[config.mk]
export PLATFORM = sky130hd
export DESIGN_NAME = pll_sequencer
export DESIGN_NICKNAME = d
export VERILOG_FILES = /design/src/rtl/pll_sequencer.sv
export SDC_FILE = /design/constraint.sdc
export NUM_CORES = 1
export LEC_CHECK = 0
export BUFFER_PORTS_ARGS = -buffer_cell sky130_fd_sc_hd__buf_2
export CELL_PAD_IN_SITES_DETAIL_PLACEMENT = 1
export CELL_PAD_IN_SITES_GLOBAL_PLACEMENT = 1
export CORE_MARGIN = 10
export CORE_UTILIZATION = 45
export DETAILED_ROUTE_END_ITERATION = 7
export GPL_TIMING_DRIVEN = 0
export PLACE_DENSITY = 0.83
export SLEW_MARGIN = 20
export SYNTH_ARGS = -nofsm -noshare
export SYNTH_HDL_FRONTEND = slang
export SYNTH_SLANG_ARGS = --single-unit
[constraint.sdc]
create_clock -name clk -period 4.5 [get_ports clk]
set_clock_uncertainty 0.1 [all_clocks]
set_input_delay 0.225 -clock clk [delete_from_list [all_inputs] [get_ports clk]]
set_output_delay 0.225 -clock clk [all_outputs]
set_load 0.01 [all_outputs]
[src/rtl/pll_sequencer.sv]
// PLL reset/lock sequencer: holds the PLL in reset, waits for lock, demands a stable
// lock window before raising ready, and retries up to a limit. Optional loss counter: PLL_SEQ_LOSS_CNT_EN.
module pll_sequencer #(
    parameter int HOLD_CYCLES   = 16,
    parameter int LOCK_TIMEOUT  = 1200,
    parameter int STABLE_CYCLES = 256,
    parameter int MAX_RETRIES   = 3
) (
    input  logic       clk,
    input  logic       rst,
    input  logic       lock_raw,
    input  logic       restart,
    output logic       pll_resetb,
    output logic       ready,
    output logic       fault,
    output logic       lock_lost,
    output logic [2:0] state,
    output logic [3:0] retry_cnt,
    output logic [7:0] loss_cnt
);

    typedef enum logic [2:0] {
        ST_HOLD   = 3'd0,
        ST_WAIT   = 3'd1,
        ST_SETTLE = 3'd2,
        ST_RUN    = 3'd3,
        ST_FAULT  = 3'd4
    } state_t;

    localparam logic [15:0] HOLD_LAST    = 16'(HOLD_CYCLES - 1);
    localparam logic [15:0] TIMEOUT_LAST = 16'(LOCK_TIMEOUT - 1);
    localparam logic [15:0] STABLE_LAST  = 16'(STABLE_CYCLES - 1);
    localparam logic [3:0]  RETRY_LIMIT  = 4'(MAX_RETRIES);

    state_t      state_r;
    state_t      state_nx_s;
    logic [15:0] cnt_r;
    logic [15:0] cnt_nx_s;
    logic [3:0]  retry_r;
    logic [3:0]  retry_nx_s;
    logic [3:0]  retry_inc_s;
    logic        lock_meta_r;
    logic        lock_s_r;
    logic        lost_evt_s;
    logic        pll_resetb_r;
    logic        ready_r;
    logic        fault_r;
    logic        lock_lost_r;

    // Two-flop synchroniser for the asynchronous PLL lock indication
    always_ff @(posedge clk) begin
        if (rst) begin
            lock_meta_r <= 1'b0;
            lock_s_r    <= 1'b0;
        end else begin
            lock_meta_r <= lock_raw;
            lock_s_r    <= lock_meta_r;
        end
    end

    // Next-state, cycle counter and retry bookkeeping
    always_comb begin
        state_nx_s  = state_r;
        cnt_nx_s    = cnt_r;
        retry_nx_s  = retry_r;
        retry_inc_s = retry_r + 4'd1;
        lost_evt_s  = 1'b0;
        case (state_r)
            ST_HOLD: begin
                if (cnt_r == HOLD_LAST) begin
                    state_nx_s = ST_WAIT;
                    cnt_nx_s   = 16'd0;
                end else begin
                    cnt_nx_s = cnt_r + 16'd1;
                end
            end
            ST_WAIT: begin
                // Lock seen in the timeout cycle still wins over the retry
                if (lock_s_r) begin
                    state_nx_s = ST_SETTLE;
                    cnt_nx_s   = 16'd0;
                end else if (cnt_r == TIMEOUT_LAST) begin
                    retry_nx_s = retry_inc_s;
                    state_nx_s = (retry_inc_s == RETRY_LIMIT) ? ST_FAULT : ST_HOLD;
                    cnt_nx_s   = 16'd0;
                end else begin
                    cnt_nx_s = cnt_r + 16'd1;
                end
            end
            ST_SETTLE: begin
                if (!lock_s_r) begin
                    state_nx_s = ST_HOLD;
                    cnt_nx_s   = 16'd0;
                end else if (cnt_r == STABLE_LAST) begin
                    state_nx_s = ST_RUN;
                    cnt_nx_s   = 16'd0;
                    retry_nx_s = 4'd0;
                end else begin
                    cnt_nx_s = cnt_r + 16'd1;
                end
            end
            ST_RUN: begin
                if (!lock_s_r) begin
                    state_nx_s = ST_HOLD;
                    cnt_nx_s   = 16'd0;
                    lost_evt_s = 1'b1;
                end else begin
                    cnt_nx_s = cnt_r;
                end
            end
            ST_FAULT: begin
                if (restart) begin
                    state_nx_s = ST_HOLD;
                    cnt_nx_s   = 16'd0;
                    retry_nx_s = 4'd0;
                end else begin
                    cnt_nx_s = cnt_r;
                end
            end
            default: begin
                state_nx_s = ST_HOLD;
                cnt_nx_s   = 16'd0;
            end
        endcase
    end

    // State register; outputs are decoded from the next state so they move with it
    always_ff @(posedge clk) begin
        if (rst) begin
            state_r      <= ST_HOLD;
            cnt_r        <= 16'd0;
            retry_r      <= 4'd0;
            pll_resetb_r <= 1'b0;
            ready_r      <= 1'b0;
            fault_r      <= 1'b0;
            lock_lost_r  <= 1'b0;
        end else begin
            state_r      <= state_nx_s;
            cnt_r        <= cnt_nx_s;
            retry_r      <= retry_nx_s;
            pll_resetb_r <= (state_nx_s == ST_WAIT) || (state_nx_s == ST_SETTLE) ||
                            (state_nx_s == ST_RUN);
            ready_r      <= (state_nx_s == ST_RUN);
            fault_r      <= (state_nx_s == ST_FAULT);
            lock_lost_r  <= lost_evt_s;
        end
    end

`ifdef PLL_SEQ_LOSS_CNT_EN
    logic [7:0] loss_cnt_r;

    // Saturating lock-loss event counter, cleared only by reset
    always_ff @(posedge clk) begin
        if (rst) begin
            loss_cnt_r <= 8'd0;
        end else if (lost_evt_s && (loss_cnt_r != 8'hFF)) begin
            loss_cnt_r <= loss_cnt_r + 8'd1;
        end else begin
            loss_cnt_r <= loss_cnt_r;
        end
    end

    assign loss_cnt = loss_cnt_r;
`else
    assign loss_cnt = 8'd0;
`endif

    assign pll_resetb = pll_resetb_r;
    assign ready      = ready_r;
    assign fault      = fault_r;
    assign lock_lost  = lock_lost_r;
    assign state      = state_r;
    assign retry_cnt  = retry_r;

endmodule
==> out/results.tsv <==
metric	value	unit
# port buffers	14	
Max Slew Vio Count	0	
max-cap violations	0	
Tightest Pin Transition	0.513	ns
Hold Buf Count CTS	1	
clock sink total	29	
Post-synth EDFFs	0	
Pre-Repair DR Iteration Count	4	
I/O pins	23	
RSZ-0062 raised after global routing	false	
largest net degree at the start of global routing	11	
Critical Path Start	cnt_r[0]	
gr ovfl total	0	
layout cells sized above 1	0.219	
CTS buffer count	5	
cell taking the most area after synthesis	dfxtp_1	
Min Clock Period, post-route	2.23	ns
Crit. End Element	register	
global-route usage over all layers	0.125	
DRT iter0 DRCs	67	
DIE WIDTH	77.7	um
Seq/Total Area, Yosys	0.387	
Yosys cell types	41	
R2R setup slack	2.27	ns
antenna diode count	0	
reg2reg start	cnt_r[0]	
core area	3130	um2
share of the synthesized area in the top cell type	0.387	
Worst Path Required	4.67	ns
largest cells by area after synthesis	dfxtp_1 (39%), xnor2_1 (7.0%), nor2_1 (6.3%), buf_4 (4.5%), xor2_1 (3.5%)	
first-pass GRT wire length	6140	um
Cell Rows	20	
antenna violations before repair	0	
detailed-route DRC error count	0	
DP HPWL	2860	um
Max Buffers Root-to-Sink	2	
commonest cells in the synthesized netlist	dfxtp_1 (29), nor2_1 (25), xnor2_1 (12)	
GP Congestion	0.826	
post-DR wirelength/cell	15.3	um
Die Ht	77.7	um
clock transition at the registers of the reported paths	0.09	ns
yosys warns	0	
drt total wl	3740	um
worst setup path category	register to register	
Top FF cell, synth	dfxtp_1	
Pleak	0.000695	uW
vias after detailed routing	1295	
Worst Path Arrival	2.40	ns
most frequent cell after synthesis	dfxtp_1	
CTS root buf	clkbuf_4	
fmax	449	MHz
# Post-CTS Setup Buffers	0	
Worst Path Max Fanout	10	
final hold vios	0	
#FFs+latches synth	29	
PostCTS Resize Cnt	0	
worst slack, placed	2.31	ns
Layout area overhead	15.4	%
Mapped Cells	171	
Skew-Pair Late Insertion Delay	0.33	ns
Netlist Area Pre-Place	1500	um2
status	finished, final reports clean	
hold_sp	rst	
CTS tree	built	
setup violators final	0	
Final nets	207	
critical path launch point type	register	
Worst Hold Class	input pin to register	
initial core utilization	0.479	
die area	6040	um2
Synth Area per Inst	8.77	um2
Period Utilization, post-route	0.495	
Post-synth ARST share	0	
via/cell ratio	5.29	
setup tns final	0	ns
vias in the first global route	1321	
VDD IR max	0.216	mV
Worst slew margin	0.657	
Final ANT Viol Nets	0	
Pwr Density	272	nW/um2
Setup WS post-layout	2.27	ns
Max H-tree Level	2	
cells by family (layout without fill, tap and decap cells):
logic type	count (synthesis)	count (layout)	synth area share
AO/OA/AOI/OAI	15	15	0.0751
XOR/XNOR	18	18	0.105
adder cells (fa/ha/maj)	3	3	0.0250
buffers and inverters	19	42	0.0785
flip-flops	29	29	0.387
multiplexers	2	2	0.0134
other	1	8	0.00250
AND/OR/NAND/NOR	84	84	0.313
placed cells by master, fill, tap and decap left out, drive strengths merged, types with 2 or more instances in the layout:
master / count
a21oi: 2
and3: 4
and4: 3
and4b: 2
buf: 28
clkbuf: 10
conb: 8
dfxtp: 29
ha: 3
inv: 2
mux2i: 2
nand2: 7
nand2b: 5
nand3: 6
nand4: 4
nor2: 27
nor2b: 5
nor3: 8
nor4: 5
nor4b: 2
o21ai: 3
o31ai: 2
or3: 2
xnor2: 12
xor2: 6
registers in the layout, summed over array words and instances (netlist names):
register     flops
lock_s_r         1
state            3
retry_cnt        4
fault            1
lock_meta_r      1
pll_resetb       1
ready            1
cnt_r           16
lock_lost        1
worst max-delay path, stage by stage (launching register included):
cell and delay (ns):
dfxtp_1 0.35, ha_1 0.24, and4b_1 0.27, and4_1 0.23, or3_1 0.32, a31o_2 0.31, buf_2 0.21, nor2_1 0.12
through the flow:
step / std cells / cell area, um2 / hold WS [ns] / power (uW) / util
finish: 245 / 1730 / 0.0619 / 470 / 0.553
global route: 245 / 1730 / 0.0657 / 491 / 0.553
CTS: 245 / 1730 / 0.0540 / 475 / 0.553
detailed placement: 236 / 1650 / 0.344 / 291 / 0.528
global placement: 236 / 1650 / 0.318 / 290 / 0.528
floorplan: 178 / 1530 / 0.197 / 285 / -
power by group:
group / switching [uW] / total, uW / leakage [uW] / internal [uW]
sequential: 2.75 / 262 / 0.000235 / 260
combinational: 13.4 / 24.4 / 0.000419 / 11.0
clock: 92.6 / 183 / 0.0000413 / 90.4
cell type report:
type / instances / area (um2)
fill: 383 / 1400
multi-input combinational: 130 / 827
sequential: 29 / 581
buffer: 17 / 110
timing repair buffer: 15 / 80.1
clock buffer: 7 / 65.1
tap: 44 / 55.1
inverter: 2 / 7.51
clock inverter: 1 / 5.00
final timing paths:
path / to / cells after the start
max: cnt_r[6] / 7
min: state[2] / 2
max reg2reg: cnt_r[6] / 7
min reg2reg: lock_s_r / 1
per-layer routing:
layer / routed length [um] / up-vias / share of wire / track usage
met5: 0 / - / 0 / 0
met3: 197 / 11 / 0.053 / 0.0484
met1: 1650 / 619 / 0.44 / 0.141
li1: - / 637 / - / -
met2: 1800 / 28 / 0.48 / 0.202
met4: 93 / 0 / 0.025 / 0.0566
No activity file was read; power rests on OpenSTA's default activity.
